## src/rtl/writeback_unit.sv

```systemverilog
// writeback_unit: arbitrates ALU and buffered LSU results onto the single
// register-file write port and tracks destinations with pending LSU writes.
module writeback_unit #(
  parameter int FIFO_DEPTH   = 2,
  parameter int STARVE_LIMIT = 4
) (
  input  logic        clk,
  input  logic        reset,
  input  logic        alu_valid,
  input  logic [4:0]  alu_rd,
  input  logic [31:0] alu_data,
  output logic        alu_ready,
  input  logic        lsu_valid,
  input  logic [4:0]  lsu_rd,
  input  logic [31:0] lsu_data,
  output logic        lsu_ready,
  input  logic        issue_valid,
  input  logic        issue_long,
  input  logic [4:0]  issue_rd,
  input  logic [4:0]  rs1,
  input  logic [4:0]  rs2,
  output logic        rs1_busy,
  output logic        rs2_busy,
  output logic [4:0]  write_reg,
  output logic [31:0] write_data,
  output logic        reg_write
);

  localparam int PW = $clog2(FIFO_DEPTH);
  localparam int CW = PW + 1;
  localparam int SW = $clog2(STARVE_LIMIT + 1);

  logic [4:0]    rd_mem_q  [FIFO_DEPTH];
  logic [31:0]   dat_mem_q [FIFO_DEPTH];
  logic [PW-1:0] rptr_q, rptr_d;
  logic [PW-1:0] wptr_q, wptr_d;
  logic [CW-1:0] cnt_q, cnt_d;
  logic [SW-1:0] starve_q, starve_d;
  logic [31:0]   sb_q, sb_d;

  logic          reg_write_q;
  logic          src_lsu_q;
  logic [4:0]    write_reg_q;
  logic [31:0]   write_data_q;

  logic          f;
  logic          alu_xfer;
  logic          push;
  logic          pop;
  logic          win_wr;
  logic [4:0]    win_rd;
  logic [31:0]   win_data;

  assign f         = cnt_q != '0;
  assign alu_ready = !(f && starve_q == SW'(STARVE_LIMIT));
  assign lsu_ready = cnt_q < CW'(FIFO_DEPTH);
  assign alu_xfer  = alu_valid && alu_ready;
  assign push      = lsu_valid && lsu_ready;
  assign pop       = f && !alu_xfer;

  assign win_rd   = alu_xfer ? alu_rd   : rd_mem_q[rptr_q];
  assign win_data = alu_xfer ? alu_data : dat_mem_q[rptr_q];
  assign win_wr   = (alu_xfer || pop) && win_rd != 5'd0;

  always_comb begin
    rptr_d   = pop  ? rptr_q + PW'(1) : rptr_q;
    wptr_d   = push ? wptr_q + PW'(1) : wptr_q;
    cnt_d    = cnt_q + CW'(push) - CW'(pop);
    starve_d = starve_q;
    if (!f || pop)
      starve_d = '0;
    else if (alu_xfer)
      starve_d = starve_q + SW'(1);
  end

  // A new long-latency issue to a register outranks the commit clearing it.
  always_comb begin
    sb_d = sb_q;
    if (reg_write_q && src_lsu_q)
      sb_d[write_reg_q] = 1'b0;
    if (issue_valid && issue_long && issue_rd != 5'd0)
      sb_d[issue_rd] = 1'b1;
    sb_d[0] = 1'b0;
  end

  always_ff @(posedge clk) begin
    if (push) begin
      rd_mem_q[wptr_q]  <= lsu_rd;
      dat_mem_q[wptr_q] <= lsu_data;
    end
  end

  always_ff @(posedge clk or negedge reset) begin
    if (!reset) begin
      rptr_q       <= '0;
      wptr_q       <= '0;
      cnt_q        <= '0;
      starve_q     <= '0;
      sb_q         <= '0;
      reg_write_q  <= 1'b0;
      src_lsu_q    <= 1'b0;
      write_reg_q  <= '0;
      write_data_q <= '0;
    end else begin
      rptr_q      <= rptr_d;
      wptr_q      <= wptr_d;
      cnt_q       <= cnt_d;
      starve_q    <= starve_d;
      sb_q        <= sb_d;
      reg_write_q <= win_wr;
      if (win_wr) begin
        write_reg_q  <= win_rd;
        write_data_q <= win_data;
        src_lsu_q    <= !alu_xfer;
      end
    end
  end

  assign rs1_busy   = sb_q[rs1];
  assign rs2_busy   = sb_q[rs2];
  assign reg_write  = reg_write_q;
  assign write_reg  = write_reg_q;
  assign write_data = write_data_q;

endmodule
```

## config.mk

```make
export PLATFORM = sky130hd
export DESIGN_NAME = writeback_unit
export DESIGN_NICKNAME = d
export VERILOG_FILES = /design/src/rtl/writeback_unit.sv
export SDC_FILE = /design/constraint.sdc
export NUM_CORES = 1
export LEC_CHECK = 0
export ABC_AREA = 1
export BUFFER_PORTS_ARGS = -buffer_cell sky130_fd_sc_hd__clkbuf_2
export CAP_MARGIN = 20
export CORE_ASPECT_RATIO = 1.5
export CORE_MARGIN = 2
export CORE_UTILIZATION = 55
export DETAILED_ROUTE_END_ITERATION = 12
export PLACE_DENSITY = 0.82
export SETUP_SLACK_MARGIN = 0.5
export SKIP_LAST_GASP = 1
export SYNTH_ARGS = -nofsm -noshare
export SYNTH_HDL_FRONTEND = slang
export SYNTH_SLANG_ARGS = --single-unit
```

## constraint.sdc

```tcl
create_clock -name clk -period 3.5 [get_ports clk]
set_clock_uncertainty 0.1 [all_clocks]
set_input_delay 0.525 -clock clk [delete_from_list [all_inputs] [get_ports clk]]
set_output_delay 0.525 -clock clk [all_outputs]
set_load 0.02 [all_outputs]
```

==> qor_table.md <==
| Step | Result | This run |
|---|---|---|
| finish | Layout overhead on the synthesized area | 20.08% |
| cts | Clock transition at the registers of the reported paths | 0.06 ns |
| drt | Number of iterations in the first detailed-routing pass | 5 |
| placement | Final weighted congestion of routability-driven global placement | 0.9944 |
| setup path | Kind of end point of the critical path | output port |
| finish | Fraction of layout cells with a size suffix above 1 | 22.13% |
| cts | Setup repair bufs after CTS | 0 |
| drt | Detail Route Antenna Nets | 0 |
| setup path | Beginning of the critical path | rs1[0] |
| floorplan | Top Ports | 137 |
| sta | Final hold violation count | 0 |
| setup path | Most Frequent Cell on Critical Path | nand2_1 |
| synthesis | Leading area contributor after synthesis | edfxtp_1 |
| finish | Antenna Cells | 0 |
| sta | Maximum frequency from static timing analysis | 0.3679 GHz |
| drt | Routed wirelength normalized by instance count | 17.35 µm |
| drt | Vias/cell | 5.608 |
| sta | Slew Limit Fails | 0 |
| cts | Post-cts gate resize count | 0 |
| finish | Register with the highest flop count | dat_mem_q |
| global route | Aggregate global-route resource usage | 27.66% |
| finish | Max FFs per register | 64 |
| cts | Cts bufs inserted | 17 |
| placement | Buffers on Ports | 136 |
| synthesis | Count of yosys warnings during synthesis | 0 |
| drt | DR vias | 5715 |
| synthesis | Post-synthesis compound-gate area fraction | 8.779% |
| power and ir drop | Power density of the placed cells | 795.5 nW/µm² |
| cts | CTS tree | done |
| synthesis | Netlist area before placement | 6898 µm² |
| setup path | FF-to-FF End | write_data[27]$_DFFE_PN0P_ |
| power and ir drop | Worst-case vdd ir drop | 0.0006047 V |
| synthesis | Top flip-flop cell by instance count after synthesis | dfrtp_1 |
| setup path | Category of the worst setup path launch point | primary input |
| global route | Remaining Overflow, GRT | 0 |
| sta | Final setup violation count | 0 |
| finish | Fill cell total of the finished layout | 1013 |
| power and ir drop | LEAKAGE | 0.003826 µW |
| synthesis | Mean post-synth cell area | 9.688 µm² |
| global route | Largest net degree at the start of global routing | 78 |
| setup path | Longest individual stage delay on the worst path | 0.43 ns |
| finish | Fraction of the core area covered by cells at the end of the flow | 66.87% |
| setup path | Startpoint of the most critical register-to-register path | starve_q[0]$_DFFE_PN0P_ |
| hold path | Worst Hold Class | in2reg |
| sta | Final critical-path required period | 2.718 ns |
| setup path | Critical Path Sink | rs1_busy |
| setup path | Depth of the worst register-to-register path | 13 |
| floorplan | Floorplan row count | 50 |
| status | Result of the run | completed |
| cts | Maximum count of clock buffers along a single path | 2 |
| drt | Total length of routed wires | 17680 µm |
| finish | Final net count | 949 |
| global route | Via count of the first global-routing pass | 5594 |
| hold path | Start point of the worst hold path | lsu_data[27] |
| cts | Number of sinks driven by the clock tree | 151 |
| cts | Depth of the CTS H-tree | 4 |
| synthesis | Sequential cell area fraction in the yosys report | 60.15% |
| synthesis | Synthesized-area fraction occupied by adder cells | 0.7256% |
| synthesis | Mux share of post-synthesis cell area | 4.644% |
| synthesis | Synth Area in XOR/XNOR | 0.6349% |
| finish | Most frequent standard cell in the layout excluding fill and tap cells | nand2_1 |
| cts | Clock tree root buffer cell | clkbuf_16 |
| cts | Clock latency at the later pin of the worst-skew pair | 0.42 ns |
| floorplan | Die Y | 141.2 µm |
| synthesis | Count of cell types in the netlist | 28 |
| synthesis | Async SR Flop Fraction | 50.99% |
| floorplan | Total Die Area | 13470 µm² |
| setup path | Maximum fanout along the worst path | 17 |
| setup path | Required time of the critical path | 2.87 ns |
| drt | Iteration-0 DRC count of the detailed router | 308 |
| sta | Normalized max-slew margin | 50.04% |
| sta | Fin crit share | 77.66% |
| global route | Wire length of the first global-routing pass | 27770 µm |
| drt | DRC Markers | 0 |
| floorplan | Core Area | 12390 µm² |
| setup path | Start-to-end type of the worst setup path | in2out |
| synthesis | Dominant combinational cell family by area after synthesis | simple AND/OR/NAND/NOR gates |
| sta | Pin slew with the least headroom to its limit | 0.7467 ns |
| finish | Commonest cells after routing, fill and taps aside | nand2_1, clkbuf_2, o21ai_0 |
| setup path | Data arrival time at the worst-slack endpoint | 2.09 ns |
| synthesis | Area share of the leading cell type in the synthesized netlist | 32.21% |
| synthesis | Number of enable flip-flop cells after synthesis | 74 |
| floorplan | Initial core utilization | 55.69% |
| global route | Initial antenna violation count | 0 |
| synthesis | Largest cells by area after synthesis | edfxtp_1, dfrtp_1, nand2_1 |
| placement | Detailed placer's ending HPWL | 12200 µm |
| synthesis | Simple-Gate Fraction of Synth Area | 19.86% |
| synthesis | Seq cells post-synth | 151 |
| floorplan | DIE WIDTH | 95.44 µm |
| setup path | Worst path slowest cell | clkinv_1 |
| setup path | List of cells traversed by the critical path | clkbuf_2 -> clkinv_1 -> a21oi_1 -> o21ai_0 -> nand3_1 -> nand3_1 -> nand2_1 -> nand2_1 -> nand2_1 -> clkbuf_2 |
| job | Max-capacitance violation count | 0 |
| sta | Summed negative setup slack over all endpoints | 0 ns |
| synthesis | Net count of the mapped netlist | 811 |
| sta | RSZ-0062 raised after global routing | false |
| setup path | Worst setup slack for register-to-register paths | 1.18 ns |
| synthesis | Gate count after technology mapping | 712 |
==> synthesized netlist by cell type, types with 7 or more instances <==
cell type  instances
nand2_1          198
o21ai_0          100
nand3_1           97
dfrtp_1           77
edfxtp_1          74
inv_1             45
mux2i_1           32
nor2_1            12
buf_2             11
a21oi_1            8
nor3_1             8
clkbuf_1           7
==> worst min-delay path by stage <==
stage	endpoint	depth (start not counted)	slack, ns
global route	rd_mem_q[1][4]$_DFFE_PP_	1	0.19
finish	dat_mem_q[0][27]$_DFFE_PP_	1	0.19
floorplan	cnt_q[0]$_DFF_PN0_	0	0.13
CTS	dat_mem_q[1][17]$_DFFE_PP_	1	0.19
detailed placement	starve_q[0]$_DFFE_PN0P_	1	0.35
global placement	starve_q[0]$_DFFE_PN0P_	1	0.35
==> metrics by stage <==
stage | total power [µW] | setup WS, ns | cell area, µm² | hold WS (ns) | cells
floorplan | 4138 | 0.7574 | 6898 | 0.1294 | 712
global placement | 4809 | 0.8456 | 7700 | 0.3506 | 985
detailed placement | 4874 | 0.8237 | 7700 | 0.3550 | 985
CTS | 6549 | 0.8179 | 8245 | 0.1851 | 1017
global route | 6944 | 0.6129 | 8283 | 0.1860 | 1019
finish | 6589 | 0.7818 | 8283 | 0.1905 | 1019
==> critical path, delay by kind of cell <==
kind                   cells  cell delay (ns)
buffers and inverters      3             0.87
AO/OA/AOI/OAI              2             0.36
AND/OR/NAND/NOR            5             0.33
==> repair_timing <==
action | in CTS | in global routing
endpoints found under the setup margin | 0 | 0
hold buffers | 0 | 1
hold endpoints to repair | 0 | 7
==> routing by layer <==
layer | GRT usage, % | routed length (µm)
met1 | 30.40 | 5820
met2 | 48.37 | 9397
met3 | 7.590 | 1602
met4 | 13.53 | 857
met5 | 0 | 0
==> power by group <==
group / internal [µW] / switching (µW) / leakage [µW] / total (µW)
sequential: 2450 / 500 / 0.00157 / 2950
clock: 925 / 754 / 0.000262 / 1680
combinational: 693 / 1270 / 0.00199 / 1960
total: 4070 / 2520 / 0.00383 / 6590
==> cell type report <==
| class | instances | area (µm²) | share of cell area [%] |
|---|---|---|---|
| tap | 156 | 195.2 | 2.356 |
| clock inverter | 14 | 116.4 | 1.405 |
| inverter | 53 | 198.9 | 2.402 |
| sequential | 151 | 4150 | 50.11 |
| timing repair buffer | 147 | 788.3 | 9.517 |
| multi-input combinational | 480 | 2405 | 29.03 |
| clock buffer | 18 | 429.2 | 5.181 |
==> cells by family after synthesis <==
group / count (synthesis)
and+or+nand+nor: 322
DFF: 151
AOI/OAI and AO/OA: 117
buffers and inverters: 81
muxes: 32
xor gates and xnor gates: 5
adders and majority gates: 4
(Power assumes the default switching activity.)
